[src/rtl/bka_pipe_sub.sv]
// bka_pipe_sub: two-stage Brent-Kung prefix subtractor (a - b - bin) with valid/ready stall pipeline.
// Stage 1 runs the prefix up-sweep; stage 2 finishes root/down-sweep, folds in cin, forms diff and flags.
module bka_pipe_sub #(
   parameter int N = 64
) (
   input  logic         clk,
   input  logic         rst_n,
   input  logic         in_valid,
   output logic         in_ready,
   input  logic [N-1:0] a,
   input  logic [N-1:0] b,
   input  logic         bin,
   output logic         out_valid,
   input  logic         out_ready,
   output logic [N-1:0] diff,
   output logic         bout,
   output logic         zero,
   output logic         ovf
);
   localparam int L = $clog2(N);
   logic         s1_valid_q, out_valid_q, s1_load, s2_load;
   logic [N-1:0] g_d, gp_d, g_q, gp_q, p_q, g_t, p_t, cy, diff_d, diff_q;
   logic         cin_q, a_msb_q, b_msb_q, bout_d, zero_d, ovf_d, bout_q, zero_q, ovf_q;
   assign s2_load  = s1_valid_q & (~out_valid_q | out_ready);
   assign in_ready = ~s1_valid_q | s2_load;
   assign s1_load  = in_valid & in_ready;
   assign out_valid = out_valid_q;
   assign diff = diff_q;
   assign bout = bout_q;
   assign zero = zero_q;
   assign ovf  = ovf_q;
   // Up-sweep: node i with (i+1) a multiple of 2^(l+1) absorbs the group ending 2^l below it.
   always_comb begin
      g_d  = a & ~b;
      gp_d = a ^ ~b;
      for (int l = 0; l < L - 1; l++)
         for (int i = (2 << l) - 1; i < N; i += (2 << l)) begin
            g_d[i]  = g_d[i] | (gp_d[i] & g_d[i - (1 << l)]);
            gp_d[i] = gp_d[i] & gp_d[i - (1 << l)];
         end
   end
   always_comb begin
      g_t = g_q;
      p_t = gp_q;
      g_t[N-1] = g_t[N-1] | (p_t[N-1] & g_t[N/2-1]);
      p_t[N-1] = p_t[N-1] & p_t[N/2-1];
      for (int l = L - 2; l >= 0; l--)
         for (int i = 3 * (1 << l) - 1; i < N; i += (2 << l)) begin
            g_t[i] = g_t[i] | (p_t[i] & g_t[i - (1 << l)]);
            p_t[i] = p_t[i] & p_t[i - (1 << l)];
         end
      // Every node now spans [i:0]; cin enters as the carry into bit 0.
      cy     = g_t | (p_t & {N{cin_q}});
      diff_d = p_q ^ {cy[N-2:0], cin_q};
      bout_d = ~cy[N-1];
      zero_d = ~|diff_d;
      ovf_d  = (a_msb_q ^ b_msb_q) & (diff_d[N-1] ^ a_msb_q);
   end
   always_ff @(posedge clk)
      if (s1_load) begin
         g_q     <= g_d;
         gp_q    <= gp_d;
         p_q     <= a ^ ~b;
         cin_q   <= ~bin;
         a_msb_q <= a[N-1];
         b_msb_q <= b[N-1];
      end
   always_ff @(posedge clk or negedge rst_n)
      if (!rst_n) begin
         s1_valid_q  <= 1'b0;
         out_valid_q <= 1'b0;
         diff_q      <= '0;
         bout_q      <= 1'b0;
         zero_q      <= 1'b0;
         ovf_q       <= 1'b0;
      end else begin
         s1_valid_q  <= s1_load | (s1_valid_q & ~s2_load);
         out_valid_q <= s2_load | (out_valid_q & ~out_ready);
         if (s2_load) begin
            diff_q <= diff_d;
            bout_q <= bout_d;
            zero_q <= zero_d;
            ovf_q  <= ovf_d;
         end
      end
endmodule

[config.mk]
export PLATFORM = sky130hd
export DESIGN_NAME = bka_pipe_sub
export DESIGN_NICKNAME = d
export VERILOG_FILES = /design/src/rtl/bka_pipe_sub.sv
export SDC_FILE = /design/constraint.sdc
export NUM_CORES = 1
export LEC_CHECK = 0
export BUFFER_PORTS_ARGS = -buffer_cell sky130_fd_sc_hd__buf_2
export CAP_MARGIN = 20
export CORE_ASPECT_RATIO = 0.5
export CORE_MARGIN = 2
export CORE_UTILIZATION = 51
export DETAILED_ROUTE_END_ITERATION = 8
export HOLD_SLACK_MARGIN = 0.02
export PLACE_DENSITY = 0.83
export REMOVE_ABC_BUFFERS = 1
export SETUP_SLACK_MARGIN = 0.2
export SYNTH_ARGS = -nofsm -noshare
export SYNTH_HDL_FRONTEND = slang
export SYNTH_SLANG_ARGS = --single-unit
[constraint.sdc]
create_clock -name clk -period 4.8 [get_ports clk]
set_input_delay 0.96 -clock clk [delete_from_list [all_inputs] [get_ports clk]]
set_output_delay 0.96 -clock clk [all_outputs]
set_load 0.05 [all_outputs]
# After elaboration in Yosys (flattened, before gate mapping)

Index checks and enable logic that the tools add are counted.

Register bits after elaboration: 264
Bits of input ports: 133
Output and inout port bits: 69
Word-level logic and storage cells: 397

Bitwise operators: 383
Reductions and logical operators: 2

Operators by type and width:

| kind             | number |
|---|---|
| $and 1x1->1      | 245 |
| $and 64x64->64   | 2 |
| $xor 64x64->64   | 2 |
| $or 1x1->1       | 124 |
| $not 64->64      | 1 |
| $or 64x64->64    | 1 |
| $reduce_or 64->1 | 1 |
| $not 1->1        | 6 |
| $xor 1x1->1      | 2 |
| $logic_not 1->1  | 1 |

# Depth between registers and ports, before layout

Word-level depth: 14
Gate-level depth with buffers: 9

# Least setup slack after synthesis

No wires, ideal clock.

Path kind: input-to-reg
From: input out_ready
To: register a_msb_q (enable)
Library setup time: 542 ps
Arrival: 5215 ps
Data required time: 4258 ps
Slack: -957 ps
Stages on the path: 2
Path buffers: 0
Cells stage by stage: nand3b_1 -> and2_1

Longest elaborated chain between the ends: 4

Ends and longest elaborated chain:

| element              | RTL line | text |
|---|---|---|
| from (decl)          | 14       | `input logic out_ready,` |
| $or 1x1->1           | 24       | `assign s2_load = s1_valid_q & (~out_valid_q \| out_ready);` |
| $and 1x1->1          | 24       |  |
| $or 1x1->1           | 25       | `assign in_ready = ~s1_valid_q \| s2_load;` |
| $and 1x1->1          | 26       | `assign s1_load = in_valid & in_ready;` |
| net s1_load          | 21       | `logic s1_valid_q, out_valid_q, s1_load, s2_load;` |
| to (signal assigned) | 65       | `a_msb_q <= a[N-1];` |
| to (decl)            | 23       | `logic cin_q, a_msb_q, b_msb_q, bout_d, zero_d, ovf_d, bout_q, zero_q, ovf_q;` |

The timed path passes the listed nets, and every way through them passes these cells.
A chain may end at the register's enable or synchronous reset.

# Worst setup path after layout

From: register cin_q
To: register zero_q (netlist: zero)

Longest elaborated chain between the ends: 5

Ends and longest elaborated chain:

| element                | RTL line | text |
|---|---|---|
| from (decl)            | 23       |  |
| from (signal assigned) | 64       | `cin_q <= ~bin;` |
| $and 64x64->64         | 53       | `cy = g_t \| (p_t & {N{cin_q}});` |
| $or 64x64->64          | 53       |  |
| $xor 64x64->64 *       | 54       | `diff_d = p_q ^ {cy[N-2:0], cin_q};` |
| $reduce_or 64->1 *     | 56       | `zero_d = ~\|diff_d;` |
| $logic_not 1->1 *      | 56       |  |
| to (signal assigned)   | 82       | `zero_q <= zero_d;` |
| to (decl)              | 23       |  |

Mark *: on every way between the ends. The rest lies on a longest branch, timed or not.

==> metrics <==
critical path class=reg2reg; initial antenna violation count=1; Synth Flop Type=edfxtp_1; Sw Pwr=1840 µW; Multi-input gate area=0.00390 mm²; Setup Viol. Count Final=0; Lkg Pwr=0.00595 µW; Hold Buf Count CTS=0; wire per inst=18.8 µm; FILL cells=1,575; setup bufs post-CTS=0; Int Power=3880 µW; HP Class=reg2reg; Synth async-reset ratio=29.7%; die area=0.0227 mm²; worst-case clock skew=0.0142 ns; crit end category=flop; logic gate share of total power=23.3%; Max-slew headroom=35.0%; Vias/cell=5.58; Final Cell Area=0.0130 mm²; Synth area leader=edfxtp_1; worst slack, placed=1.30 ns; cts repair resizes=0; Pwr Total=5730 µW; pwr dens=441 mW/mm²; Distinct cells, synth=62; share of post-route cells with drive strength above 1=23.3%; cts bufs inserted=22; Critical Path Source Type=flop; Cell Area, Placed=0.0122 mm²; clock root buffer=clkbuf_16; top post-synthesis cells by area=edfxtp_1, dfrtp_1, ha_1, o21ai_0, inv_1; CP max FO=15; Mapped Cells=879; Syn Area/Cell=12.4 µm²; RSZ-0062 raised after global routing=false; met1 Resource Use GR=29.6%; CP arrival=3.74 ns; required time worst endpoint=5.21 ns; pin count of the biggest net entering global routing=164; Max Slew Vio Count=0; Die X=211 µm; DRT Wirelength=25.9 mm; crit path time final=3.33 ns; Initial Util=52.5%; Ys Warns=0; worst setup margin=1.47 ns; Switching Fraction=32.2%; Pre-antenna DRT Iters=5; Netlist Area Pre-Place=0.0109 mm²; number of global-route vias before repair=7,909; number of port buffers=201; Die Ht=107 µm; # placed instances=1,337; io pins=202; gr busiest metal=met2; tightest hold margin=0.476 ns; count of clock tree sinks=232; CTS tree=done; Cell Count, Final, Fillers Out=1,378; status=complete, no violations; first-pass GRT wire length=40.3 mm; GR Util met2=40.0%; VDD IR-drop max=188 µV; Core Region=0.0208 mm²; H-Tree Depth=1; FF+latch area=0.00662 mm²; Worst-Margin Slew=0.975 ns; gr usage total=23.0%; met3 GRT Util=3.73%; # DRC=0; # Max-Cap Violations=0; sequential element share of the synthesized area=60.6%; Hold Fails Final Rpt=0; row cnt=37; Seq cells post-synth=232; P&R area growth vs syn=18.9%; Sequential Power Share=45.3%; top-area cell type share of the netlist area=44.8%; antenna-violating nets left=0; Placer Congestion=0.877; Final Net Count=1,286; GRT Residual Overflow=0; dpl hpwl=19.5 mm; Post-synth EDFFs=163; FMAX=300 MHz; Clock Latency Late Sink=0.51 ns; final period utilization=69.4%; Max Root-Sink Buffers=3; Reg clk slew, reported paths=0.06 ns; Vias=7,692; Initial DRC Count=649; Clock power frac=31.5%
layer usage:
metal	share of wire, %	up-vias
met5	0	-
met4	2.9	0
met3	5.7	53
met2	50	283
met1	42	3716
li1	-	3640
cells by family after synthesis:
| logic type | share of synthesized area (%) |
|---|---|
| DFF | 60.6 |
| AOI/OAI and AO/OA | 13.9 |
| and+or+nand+nor | 9.27 |
| buffers and inverters | 3.72 |
| adders and majority gates | 7.45 |
| xor gates and xnor gates | 4.09 |
| muxes | 0.928 |
critical path, stage by stage, from the launching register on:
cell and delay, ns:
edfxtp_1 0.62, buf_4 0.28, a21o_1 0.26, xnor2_1 0.35, nand4_1 0.22, or4b_1 0.54
nor4_1 0.36, nand4_1 0.34, o31ai_2 0.26
power by group through the flow:
stage | clock network, µW | logic, µW | registers, µW
2_1_floorplan | 0 | 457 | 3070
5_1_grt | 1900 | 1430 | 2610
3_5_place_dp | 0 | 1330 | 2630
3_3_place_gp | 0 | 1300 | 2620
6_report | 1800 | 1330 | 2590
4_1_cts | 1820 | 1340 | 2590
layout by cell type, fill, tap and decap left out, types with 5 or more instances in the layout:
| cell type | netlist | routed |
|---|---|---|
| ha_1 | 65 | 65 |
| mux2_2 | 9 | 9 |
| buf_2 | 3 | 200 |
| nand3_1 | 15 | 15 |
| o21ai_0 | 66 | 66 |
| edfxtp_1 | 163 | 163 |
| inv_1 | 85 | 85 |
| a211o_1 | 17 | 17 |
| a41o_1 | 7 | 7 |
| a21oi_1 | 31 | 31 |
| a211oi_1 | 11 | 11 |
| nand2_1 | 75 | 74 |
| xor2_1 | 27 | 27 |
| clkbuf_16 | 0 | 23 |
| and4_1 | 7 | 7 |
| nand4_1 | 8 | 8 |
| a21o_1 | 39 | 39 |
| o31ai_1 | 5 | 5 |
| and2_1 | 31 | 30 |
| xnor2_1 | 24 | 24 |
| clkbuf_1 | 14 | 5 |
| o21bai_1 | 11 | 11 |
| o211ai_1 | 5 | 5 |
| and3_1 | 14 | 14 |
| nor3_1 | 5 | 5 |
| a31oi_1 | 5 | 5 |
| dfrtp_1 | 69 | 69 |
| nor2_1 | 13 | 13 |
final timing paths:
check	startpoint	slack, ns	depth (start not counted)	endpoint
setup / recovery	cin_q	1.47	8	zero
hold / removal	diff[59]	0.48	2	diff[59]
setup reg to reg	cin_q	1.47	8	zero
hold reg to reg	diff[59]	0.48	2	diff[59]
max in group asynchronous	rst_n	3.55	1	bout
min in group asynchronous	rst_n	0.57	1	s1_valid_q
synth_stat cells, drive strengths merged (2+ instances only):
master / count
a2111oi: 4
a211o: 17
a211oi: 12
a21o: 40
a21oi: 31
a221o: 2
a22o: 2
a22oi: 4
a31oi: 5
a41o: 7
and2: 31
and3: 14
and4: 7
buf: 5
clkbuf: 15
dfrtp: 69
edfxtp: 163
ha: 65
inv: 85
mux2: 9
nand2: 75
nand2b: 4
nand3: 15
nand3b: 2
nand4: 8
nor2: 13
nor2b: 2
nor3: 5
nor3b: 2
nor4: 2
nor4b: 2
o2111ai: 3
o211ai: 5
o21a: 2
o21ai: 67
o21bai: 11
o31ai: 6
or2: 4
or3: 2
xnor2: 24
xor2: 27
sequential cells by signal, summed over array words and instances (netlist names), 32 cells and up:
name and count:
gp_q 64, p_q 32, diff 64, g_q 64
layout make-up:
| cell class | instances | area share (%) |
|---|---|---|
| Inverter | 85 | 2.46 |
| Multi-Input combinational cell | 542 | 30.0 |
| Antenna cell | 1 | 0.0193 |
| Timing Repair Buffer | 205 | 8.09 |
| Clock buffer | 30 | 4.79 |
| Tap cell | 273 | 2.63 |
| Sequential cell | 232 | 51.0 |
| Clock inverter | 10 | 0.973 |
stage by stage:
stage	utilization, %	setup TNS [ns]
detailed placement	58.9	0
global route	62.5	0
finish	62.5	0
global placement	58.9	0
CTS	62.5	0
floorplan	-	-155.96
Note: power is estimated with default switching activity, not from simulation.
